`src/rtl/led_pkg.sv`:
```
// Shared segment-pattern constants for the LED scan path.
// Holds the active-low seven-segment encodings of 0..F, the blank pattern,
// the dp bit index and the decoder result struct.
package led_pkg;

  localparam int DP_BIT = 7;

  // seg_n[6:0] = g..a, active-low
  localparam logic [6:0] SEG_0 = 7'h40;
  localparam logic [6:0] SEG_1 = 7'h79;
  localparam logic [6:0] SEG_2 = 7'h24;
  localparam logic [6:0] SEG_3 = 7'h30;
  localparam logic [6:0] SEG_4 = 7'h19;
  localparam logic [6:0] SEG_5 = 7'h12;
  localparam logic [6:0] SEG_6 = 7'h02;
  localparam logic [6:0] SEG_7 = 7'h58;
  localparam logic [6:0] SEG_8 = 7'h00;
  localparam logic [6:0] SEG_9 = 7'h10;
  localparam logic [6:0] SEG_A = 7'h08;
  localparam logic [6:0] SEG_B = 7'h03;
  localparam logic [6:0] SEG_C = 7'h46;
  localparam logic [6:0] SEG_D = 7'h21;
  localparam logic [6:0] SEG_E = 7'h06;
  localparam logic [6:0] SEG_F = 7'h0E;
  localparam logic [6:0] SEG_BLANK = 7'h7F;

  typedef struct packed {
    logic [3:0] nibble;
    logic       blank;
    logic       err;
  } seg_dec_t;

endpackage

```
`src/rtl/led_scan_reader_if.sv`:
```
// Bundle between a multiplexed display bus / frame consumer and the scan reader.
// master: drives seg_n, an_n, frame_ready and receives the decoded frame.
// slave : the reader; samples the display bus and presents frames.
interface led_scan_reader_if #(
  parameter int NUM_DIGITS = 8
);
  logic [7:0]              seg_n;
  logic [NUM_DIGITS-1:0]   an_n;
  logic [4*NUM_DIGITS-1:0] value;
  logic [NUM_DIGITS-1:0]   blank_mask;
  logic [NUM_DIGITS-1:0]   err_mask;
  logic [NUM_DIGITS-1:0]   dp_mask;
  logic                    frame_valid;
  logic                    frame_ready;
  logic                    overrun;

  modport master (
    output seg_n, an_n, frame_ready,
    input  value, blank_mask, err_mask, dp_mask, frame_valid, overrun
  );

  modport slave (
    input  seg_n, an_n, frame_ready,
    output value, blank_mask, err_mask, dp_mask, frame_valid, overrun
  );
endinterface

```
`src/rtl/led_pattern_decoder.sv`:
```
// Combinational seven-segment pattern decoder: seg_n[6:0] -> nibble/blank/err.
// Latency: zero cycles. Backpressure: none.
// Ports: i_seg_n (active-low g..a), o_dec (nibble, blank flag, unrecognised flag).
module led_pattern_decoder
  import led_pkg::*;
(
  input  logic [6:0] i_seg_n,
  output seg_dec_t   o_dec
);

  always_comb begin
    o_dec = '0;
    case (i_seg_n)
      SEG_0:     o_dec.nibble = 4'h0;
      SEG_1:     o_dec.nibble = 4'h1;
      SEG_2:     o_dec.nibble = 4'h2;
      SEG_3:     o_dec.nibble = 4'h3;
      SEG_4:     o_dec.nibble = 4'h4;
      SEG_5:     o_dec.nibble = 4'h5;
      SEG_6:     o_dec.nibble = 4'h6;
      SEG_7:     o_dec.nibble = 4'h7;
      SEG_8:     o_dec.nibble = 4'h8;
      SEG_9:     o_dec.nibble = 4'h9;
      SEG_A:     o_dec.nibble = 4'hA;
      SEG_B:     o_dec.nibble = 4'hB;
      SEG_C:     o_dec.nibble = 4'hC;
      SEG_D:     o_dec.nibble = 4'hD;
      SEG_E:     o_dec.nibble = 4'hE;
      SEG_F:     o_dec.nibble = 4'hF;
      SEG_BLANK: o_dec.blank  = 1'b1;
      default:   o_dec.err    = 1'b1;
    endcase
  end

endmodule

```
`src/rtl/led_scan_reader.sv`:
```
// Recovers hex digits from a multiplexed active-low 7-seg bus into packed frames.
// Latency: digit captured SETTLE_CYCLES-1 edges after first sample; frame valid right after last capture.
// Backpressure: frame held until frame_valid&&frame_ready; a newer frame overwrites it and sets sticky overrun.
// Ports: clk, rst (sync, active-high), bus (slave modport: seg_n, an_n, frame_ready in;
//        value, blank_mask, err_mask, dp_mask, frame_valid, overrun out).
// Optional feature macro LED_SCAN_READER_DP_EN: decode dp into dp_mask and include it in stability.
module led_scan_reader
  import led_pkg::*;
#(
  parameter int NUM_DIGITS    = 8,
  parameter int SETTLE_CYCLES = 4
) (
  input  logic              clk,
  input  logic              rst,
  led_scan_reader_if.slave  bus
);

`ifdef LED_SCAN_READER_DP_EN
  localparam int SW = 8;
`else
  localparam int SW = 7;
`endif
  localparam int CW = $clog2(SETTLE_CYCLES + 1);
  localparam int IW = (NUM_DIGITS > 1) ? $clog2(NUM_DIGITS) : 1;
  localparam logic [CW-1:0] SETTLE_C = CW'(SETTLE_CYCLES);

  logic [NUM_DIGITS-1:0]   r_an_prev;
  logic [SW-1:0]           r_seg_prev;
  logic [CW-1:0]           r_cnt;
  logic [4*NUM_DIGITS-1:0] r_sh_val;
  logic [NUM_DIGITS-1:0]   r_sh_blank;
  logic [NUM_DIGITS-1:0]   r_sh_err;
  logic [NUM_DIGITS-1:0]   r_seen;
  logic [4*NUM_DIGITS-1:0] r_value;
  logic [NUM_DIGITS-1:0]   r_blank;
  logic [NUM_DIGITS-1:0]   r_err;
  logic                    r_valid;
  logic                    r_ovr;

  logic [SW-1:0]           w_seg_cmp;
  logic [NUM_DIGITS-1:0]   w_act;
  logic                    w_onehot;
  logic                    w_same;
  logic [CW-1:0]           w_cnt_nxt;
  logic                    w_cap;
  logic [IW-1:0]           w_idx;
  seg_dec_t                w_dec;
  logic [4*NUM_DIGITS-1:0] w_sh_val_nxt;
  logic [NUM_DIGITS-1:0]   w_sh_blank_nxt;
  logic [NUM_DIGITS-1:0]   w_sh_err_nxt;
  logic [NUM_DIGITS-1:0]   w_seen_nxt;
  logic                    w_done;
  logic                    w_accept;

  assign w_seg_cmp = bus.seg_n[SW-1:0];

  // Exactly one anode low: nonzero and a power of two after inversion.
  assign w_act    = ~bus.an_n;
  assign w_onehot = (w_act != '0) && ((w_act & (w_act - NUM_DIGITS'(1))) == '0);
  assign w_same   = (bus.an_n == r_an_prev) && (w_seg_cmp == r_seg_prev);

  always_comb begin
    w_cnt_nxt = '0;
    if (w_same && w_onehot)
      w_cnt_nxt = (r_cnt == SETTLE_C) ? r_cnt : r_cnt + CW'(1);
    else if (w_onehot)
      w_cnt_nxt = CW'(1);
  end

  // Capture only on the edge the counter arrives at SETTLE; a saturated run stays quiet.
  assign w_cap = w_onehot && (w_cnt_nxt == SETTLE_C) && !(w_same && (r_cnt == SETTLE_C));

  always_comb begin
    w_idx = '0;
    for (int i = 0; i < NUM_DIGITS; i++)
      if (w_act[i]) w_idx = IW'(i);
  end

  led_pattern_decoder u_dec (
    .i_seg_n (bus.seg_n[6:0]),
    .o_dec   (w_dec)
  );

  // Shadow update merged with this cycle's capture so a completing frame
  // can be published on the same edge that captures its last digit.
  always_comb begin
    w_sh_val_nxt   = r_sh_val;
    w_sh_blank_nxt = r_sh_blank;
    w_sh_err_nxt   = r_sh_err;
    w_seen_nxt     = r_seen;
    if (w_cap) begin
      w_sh_val_nxt[w_idx*4 +: 4] = w_dec.nibble;
      w_sh_blank_nxt[w_idx]      = w_dec.blank;
      w_sh_err_nxt[w_idx]        = w_dec.err;
      w_seen_nxt[w_idx]          = 1'b1;
    end
  end

  assign w_done   = &w_seen_nxt;
  assign w_accept = r_valid && bus.frame_ready;

  always_ff @(posedge clk) begin
    if (rst) begin
      r_an_prev  <= '0;
      r_seg_prev <= '0;
      r_cnt      <= '0;
      r_sh_val   <= '0;
      r_sh_blank <= '0;
      r_sh_err   <= '0;
      r_seen     <= '0;
      r_value    <= '0;
      r_blank    <= '0;
      r_err      <= '0;
      r_valid    <= 1'b0;
      r_ovr      <= 1'b0;
    end else begin
      r_an_prev  <= bus.an_n;
      r_seg_prev <= w_seg_cmp;
      r_cnt      <= w_cnt_nxt;
      r_sh_val   <= w_sh_val_nxt;
      r_sh_blank <= w_sh_blank_nxt;
      r_sh_err   <= w_sh_err_nxt;
      r_seen     <= w_done ? '0 : w_seen_nxt;
      if (w_done) begin
        r_value <= w_sh_val_nxt;
        r_blank <= w_sh_blank_nxt;
        r_err   <= w_sh_err_nxt;
      end
      r_valid <= w_done || (r_valid && !bus.frame_ready);
      if (w_done && r_valid && !bus.frame_ready)
        r_ovr <= 1'b1;
      else if (w_accept)
        r_ovr <= 1'b0;
    end
  end

`ifdef LED_SCAN_READER_DP_EN
  logic [NUM_DIGITS-1:0] r_sh_dp;
  logic [NUM_DIGITS-1:0] r_dp;
  logic [NUM_DIGITS-1:0] w_sh_dp_nxt;

  always_comb begin
    w_sh_dp_nxt = r_sh_dp;
    if (w_cap) w_sh_dp_nxt[w_idx] = ~bus.seg_n[DP_BIT];
  end

  always_ff @(posedge clk) begin
    if (rst) begin
      r_sh_dp <= '0;
      r_dp    <= '0;
    end else begin
      r_sh_dp <= w_sh_dp_nxt;
      if (w_done) r_dp <= w_sh_dp_nxt;
    end
  end

  assign bus.dp_mask = r_dp;
`else
  // dp line is deliberately ignored in this build.
  logic w_unused_dp;
  assign w_unused_dp = bus.seg_n[DP_BIT];
  assign bus.dp_mask = '0;
`endif

  assign bus.value       = r_value;
  assign bus.blank_mask  = r_blank;
  assign bus.err_mask    = r_err;
  assign bus.frame_valid = r_valid;
  assign bus.overrun     = r_ovr;

endmodule

```
`src/flat_wrapper.sv`:
```
// flat-port wrapper written by rule: the top's interface ports become plain ports
module led_scan_reader_flat import led_pkg::*;
#(
  parameter int NUM_DIGITS    = 8,
  parameter int SETTLE_CYCLES = 4
)
  (clk, rst, bus_seg_n, bus_an_n, bus_frame_ready, bus_value, bus_blank_mask, bus_err_mask, bus_dp_mask, bus_frame_valid, bus_overrun);
  led_scan_reader_if #(.NUM_DIGITS(NUM_DIGITS)) bus_i ();
  input  logic clk;
  input  logic rst;
  input wire logic [$bits(bus_i.seg_n)-1:0] bus_seg_n;
  input wire logic [$bits(bus_i.an_n)-1:0] bus_an_n;
  input wire logic [$bits(bus_i.frame_ready)-1:0] bus_frame_ready;
  output wire logic [$bits(bus_i.value)-1:0] bus_value;
  output wire logic [$bits(bus_i.blank_mask)-1:0] bus_blank_mask;
  output wire logic [$bits(bus_i.err_mask)-1:0] bus_err_mask;
  output wire logic [$bits(bus_i.dp_mask)-1:0] bus_dp_mask;
  output wire logic [$bits(bus_i.frame_valid)-1:0] bus_frame_valid;
  output wire logic [$bits(bus_i.overrun)-1:0] bus_overrun;
  assign bus_i.seg_n = bus_seg_n;
  assign bus_i.an_n = bus_an_n;
  assign bus_i.frame_ready = bus_frame_ready;
  assign bus_value = bus_i.value;
  assign bus_blank_mask = bus_i.blank_mask;
  assign bus_err_mask = bus_i.err_mask;
  assign bus_dp_mask = bus_i.dp_mask;
  assign bus_frame_valid = bus_i.frame_valid;
  assign bus_overrun = bus_i.overrun;
  led_scan_reader #(.NUM_DIGITS(NUM_DIGITS), .SETTLE_CYCLES(SETTLE_CYCLES)) u_core (.clk(clk), .rst(rst), .bus(bus_i));
endmodule
```
`config.mk`:
```
export PLATFORM = sky130hd
export DESIGN_NAME = led_scan_reader_flat
export DESIGN_NICKNAME = d
export VERILOG_FILES = /design/src/rtl/led_pkg.sv /design/src/rtl/led_scan_reader_if.sv /design/src/rtl/led_pattern_decoder.sv /design/src/rtl/led_scan_reader.sv /design/src/flat_wrapper.sv
export SDC_FILE = /design/constraint.sdc
export NUM_CORES = 1
export LEC_CHECK = 0
export ABC_AREA = 1
export CORE_MARGIN = 10
export CORE_UTILIZATION = 55
export CTS_CLUSTER_SIZE = 16
export DETAILED_ROUTE_END_ITERATION = 8
export PLACE_DENSITY_LB_ADDON = 0.15
export RECOVER_POWER = 100
export SLEW_MARGIN = 20
export SYNTH_ARGS = -nofsm -noshare
export SYNTH_HDL_FRONTEND = slang
export SYNTH_HIERARCHICAL = 1
export SYNTH_SLANG_ARGS = --single-unit
```
`constraint.sdc`:
```
create_clock -name clk -period 9.69 [get_ports clk]
set_clock_uncertainty 0.1 [all_clocks]
set_input_delay 2.4225 -clock clk [delete_from_list [all_inputs] [get_ports clk]]
set_output_delay 2.4225 -clock clk [all_outputs]
set_load 0.01 [all_outputs]
```
======== After elaboration in Yosys (flattened, before gate mapping) ========
Cells that the tools add are included.
cells by class
  $add $sub $neg .......................... 3
  magnitude comparators ................... 2
  eq/ne operators ......................... 20
  shift operators ......................... 2
  mux-type cells .......................... 24
  bitwise logic cells ..................... 3
  reductions and logical operators ........ 21
operator list
  kind                                                                      count
  4-bit one-hot mux with 15 select lines                                    1
  7-bit == test (second input constant)                                     5
  5-bit negator with 34-bit output                                          1
  4-bit by 34-bit variable shift with 32-bit output (first input constant)  1
  4-bit by 34-bit indexed part select with 32-bit output                    1
  32-bit bitwise mux                                                        1
  32-bit two-way mux                                                        1
  8-bit two-way mux                                                         3
  7-bit by 5-bit == test with 1-bit output (second input constant)          3
  7-bit by 6-bit == test with 1-bit output (second input constant)          3
  3-bit two-way mux                                                         6
  17-bit OR reduction                                                       1
  8-bit bitwise mux                                                         2
  7-bit by 2-bit == test with 1-bit output (second input constant)          2
  7-bit by 4-bit == test with 1-bit output (second input constant)          2
  1-bit logical AND                                                         11
  8-bit bitwise AND                                                         1
  8-bit == test                                                             1
  8-bit logical NOT                                                         1
  8-bit inverter                                                            1
  8-bit OR                                                                  1
  8-bit AND reduction                                                       1
  8-bit nonzero test                                                        1
  8-bit by 1-bit subtractor with 8-bit output (second input constant)       1
  14 further kinds                                                          23
word-level totals
  flip-flop bits (word level) ............. 124
  input bits .............................. 19
  output and inout port bits .............. 58
  word-level logic and storage cells ...... 87

======== Logic depth before layout (Yosys ltp) ========
  word-level depth ........................ 18
  depth in mapped cells ................... 19

======== By module ========
Netlist, hierarchy kept.
modules (own cells, without submodules)
  module               instances  cells each  area an instance (um^2)  sequential area each (um^2)
  led_scan_reader      1          911         6054.6                   2482.4
  led_pattern_decoder  1          80          354.1                    0.0

======== Worst setup path after synthesis ========
No wires, ideal clock.
  path kind ............................... input -> register
  start ................................... input port bus_an_n[1]
  end ..................................... register u_core.r_value[14] (netlist: u_core/bus.value[14])
  library setup time ...................... 0.070 ns
  arrival ................................. 4.588 ns
  data required time ...................... 9.520 ns
  slack ................................... 4.931 ns
  cell stages on the path ................. 17
  path buffers ............................ 2
  cells stage by stage .................... inv_1 -> nand2_1 -> nand2_1 -> nand2_1 -> nand2_1 -> nand2_1 -> nand2_1 -> clkbuf_1 -> ha_1 -> inv_1 -> clkbuf_1 -> nand4_1 -> o21ai_0 -> nand3_1 -> nand2_1 -> nand3_1 -> a21oi_1
on the way
  longest elaborated chain between the ends .. 15
  elaborated cells on any way between the ends .. 36
  classes of those cells .................. 2 x add/sub; 2 x order compare; 2 x eq/ne; 2 x shift; 14 x mux; 3 x bitwise; 11 x reduce/logical
ends and longest elaborated chain
  item                                                                                                                                                        RTL line                source
  start: declaration                                                                                                                                          flat_wrapper.sv:12      input wire logic [$bits(bus_i.an_n)-1:0] bus_an_n;
  8-bit inverter                                                                                                                                              led_scan_reader.sv:58   assign w_act = ~bus.an_n;
  1-bit two-way mux                                                                                                                                           led_scan_reader.sv:76   if (w_act[i]) w_idx = IW'(i);
  2-bit two-way mux (2 in series)                                                                                                                             led_scan_reader.sv:76
  3-bit two-way mux (4 in series)                                                                                                                             led_scan_reader.sv:76
  3-bit by 4-bit < comparator with 1-bit output (implied by the code) / 3-bit by 1-bit greater-or-equal comparator with 1-bit output (equally long branches)  led_scan_reader.sv:95   w_seen_nxt[w_idx] = 1'b1;
  1-bit logical AND (implied by the code)                                                                                                                     led_scan_reader.sv:95
  1-bit two-way mux (implied by the code)                                                                                                                     led_scan_reader.sv:95
  1-bit demux with 3-bit select                                                                                                                               n/a
  8-bit OR (no source line)                                                                                                                                   n/a
  8-bit two-way mux                                                                                                                                           led_scan_reader.sv:91   if (w_cap) begin
  8-bit AND reduction                                                                                                                                         led_scan_reader.sv:99   assign w_done = &w_seen_nxt;
  end signal: assignment                                                                                                                                      led_scan_reader.sv:125  r_value <= w_sh_val_nxt;
  end: declaration                                                                                                                                            led_scan_reader.sv:34   logic [4*NUM_DIGITS-1:0] r_value;
Parallel ways exist; a longest one is shown, timed or not.
A chain may end at the register's enable or synchronous reset.

======== Worst setup path after layout ========
  start ................................... input port bus_an_n[1]
  end ..................................... register u_core.r_value[1] (netlist: u_core/bus.value[1])
Same word-level chain as after synthesis.

==> metrics <==
Distinct cells, synth=34; Num CTS Buffers=17; PnR worst setup slack=2.61 ns; EDFF count, synth=0; Reg clk slew, reported paths=0.05 ns; Syn Area/Cell=6.47 sq um; # hold bufs at CTS=0; first-pass GRT wire length=26,500 um; pwr dens=163 mW/mm^2; CTS Sinks=124; flop-to-flop setup slack=5.24 ns; clock latency at the later pin of the worst-skew pair=0.42 ns; maxcap violations=0; vias in the first global route=5,729; asr flop ratio synth=0%; startpoint types=input port; Seq cells post-synth=124; CP Capture Type=register; PortBufs=67; final hold vios=0; total grt overflow=0; worst endpoint required time=9.88 ns; average vias per placed instance=5.22; Worst R2R Path Depth=15; setup TNS=0 ns; RSZ-0062 raised after global routing=no; Layout fillers=1,064; YS warnings=6; setup bufs post-CTS=0; sequential fraction of the synthesis area=38.7%; Worst Setup Path Type=in -> reg; register share of total power=41.5%; final wirelength=15,700 um; status=finished, final reports clean; Die ar.=0.0164 sq mm; CTS tree=done; ANT cells=0; Clock H-tree levels=4; final setup violation count=0; Max VDD drop=0.000107 V; core area=0.0114 sq mm; first-pass detailed-route iteration total=5; DRC viols=0; Slew Limit Fails=0; worst r2r src=u_core/r_cnt[0]; drt wl/cell=13.2 um; hold depth=2; largest net degree at the start of global routing=58; switching share of power=21.9%; I/O pin cnt=77; Post-DRT Antenna Nets=0; reg2reg end=u_core/bus.value[1]; row cnt=39; Internal Power=0.969 mW; Arr. time, crit path=7.27 ns; Nets=1,063; fin crit period=7.08 ns; post-synth top area share=38.7%; GRT Util Overall=19.4%; DP Worst Slack=2.87 ns; Root Driver=clkbuf_16; CP max FO=46; clock buffer depth=2; most used flip-flop cell after synthesis=dfxtp_1; initial antenna violation count=0; synthesized area=0.00641 sq mm; Post-CTS Resized=0; Final Wtd Congestion=0.875; hold_sp=u_core/r_seen[2]; detailed-route via count=6,222; Post-synth top cells=295 x nand2_1, 124 x dfxtp_1, 113 x nand3_1; Cells after Synth=991; Worst-Margin Slew=1.28 ns; LEAKAGE=3.49 nW; area grow syn2layout=18.8%; switching power=0.272 mW; Worst Hold Class=reg -> reg; layout cells sized above 1=5.81%; combinational power share=5.7%; Slew headroom=14.4%; period utilisation layout=73.1%; initial core utilization=56.1%; post-synth top area cell=dfxtp_1; detailed placer's ending HPWL=10,700 um; Die Ht=128 um; Die X=128 um; Hold Path Sink=u_core/r_seen[2]; Synth area leaders=dfxtp_1 39%, nand2_1 17%, nand3_1 8.8%; power share of the clock group=52.7%; fmax=141 MHz; most frequent cell after synthesis=nand2_1; 1st-iter DRT viols=514
[cell usage in the layout, fill, tap and decap left out, drive strengths merged]
cell type,count
bufinv,3
nor4,1
nand3b,1
clkdlybuf4s50,1
xnor2,1
nand2,306
o21ai,36
dlygate4sd3,65
clkbuf,26
buf,3
conb,8
clkinvlp,1
nand3,113
ha,6
or2,1
clkinv,3
o211ai,3
nor3,12
nor2,113
xor2,2
inv,111
a21oi,92
o21bai,2
dfxtp,124
nand4,16
[layout make-up]
class | count | area, sq um | share of cell area (%)
Timing Repair Buffer | 70 | 687 | 9.02
Multi-Input combinational cell | 713 | 3230 | 42.5
Sequential cell | 124 | 2480 | 32.6
Clock buffer | 25 | 505 | 6.64
Tap cell | 143 | 179 | 2.35
Clock inverter | 6 | 108 | 1.41
Inverter | 112 | 420 | 5.52
[power by group through the flow]
stage	sequential, mW	clock (mW)	combinational, mW
floorplan	0.526	0	0.0517
global placement	0.526	0	0.0704
detailed placement	0.526	0	0.0710
CTS	0.515	0.660	0.0713
global route	0.515	0.686	0.0803
finish	0.515	0.654	0.0710
[critical path, cell delays in order]
cell and delay [ns]:
dlygate4sd3_1 0.60, inv_1 0.13, nand2_1 0.06, nand2_1 0.06, nand2_1 0.05, nand2_1 0.16, nand2_1 0.14, nand2_1 0.58
nand2_1 0.26, inv_1 0.11, nand2_1 0.08, nand2_1 0.09, nand2_1 0.13, nor2_8 0.53, nand2_1 0.76, clkbuf_1 0.54
nand2_1 0.45, a21oi_1 0.11
[how the worst max path moves through the flow]
| stage | slack [ns] | from | endpoint | cells after the start |
|---|---|---|---|---|
| finish | 2.61 | bus_an_n[1] | u_core/bus.value[1] | 18 |
| global route | 2.05 | bus_an_n[1] | u_core/bus.value[1] | 18 |
| CTS | 3.30 | bus_an_n[1] | u_core/bus.value[0] | 18 |
| detailed placement | 2.87 | bus_an_n[1] | u_core/bus.value[0] | 18 |
| global placement | 2.93 | bus_an_n[1] | u_core/bus.value[1] | 18 |
| floorplan | 4.93 | bus_an_n[1] | u_core/bus.value[14] | 17 |
[kinds of logic after synthesis]
| family | count (synthesis) | share of synthesized area [%] |
|---|---|---|
| and+or+nand+nor | 563 | 38.0 |
| buffers and inverters | 161 | 10.9 |
| AOI/OAI and AO/OA | 133 | 10.7 |
| DFF | 124 | 38.7 |
| adders and majority gates | 6 | 1.17 |
| xor gates and xnor gates | 3 | 0.410 |
| other | 1 | 0.0585 |
[through the flow]
| stage | total power [mW] | cell area [sq um] | hold WS [ns] | cells | utilization, % |
|---|---|---|---|---|---|
| final | 1.24 | 7620 | 0.351 | 1193 | 66.7 |
| after CTS | 1.25 | 7640 | 0.354 | 1193 | 66.9 |
| after floorplan | 0.578 | 6430 | 0.332 | 998 | - |
| after global routing | 1.28 | 7620 | 0.367 | 1193 | 66.7 |
| after detailed placement | 0.597 | 7030 | 0.345 | 1162 | 61.5 |
| after global placement | 0.596 | 7030 | 0.339 | 1162 | 61.5 |
[routing by layer]
metal | vias up | GRT usage [%] | wire, um
met5 | - | 0 | 0
met4 | 0 | 7.88 | 329
met3 | 29 | 5.42 | 1010
met2 | 157 | 30.6 | 7170
met1 | 2798 | 24.3 | 7230
li1 | 3238 | - | -
[registers in the layout, summed over array words and instances (netlist names)]
register and cells:
u_core/r_an_prev 8, u_core/r_cnt 3, u_core/bus.frame_valid 1, u_core/r_seen 8
u_core/bus.blank_mask 8, u_core/r_seg_prev 7, u_core/r_sh_val 32, u_core/bus.overrun 1
u_core/r_sh_blank 8, u_core/bus.err_mask 8, u_core/r_sh_err 8, u_core/bus.value 32
No activity file was read; power rests on OpenSTA's default activity.
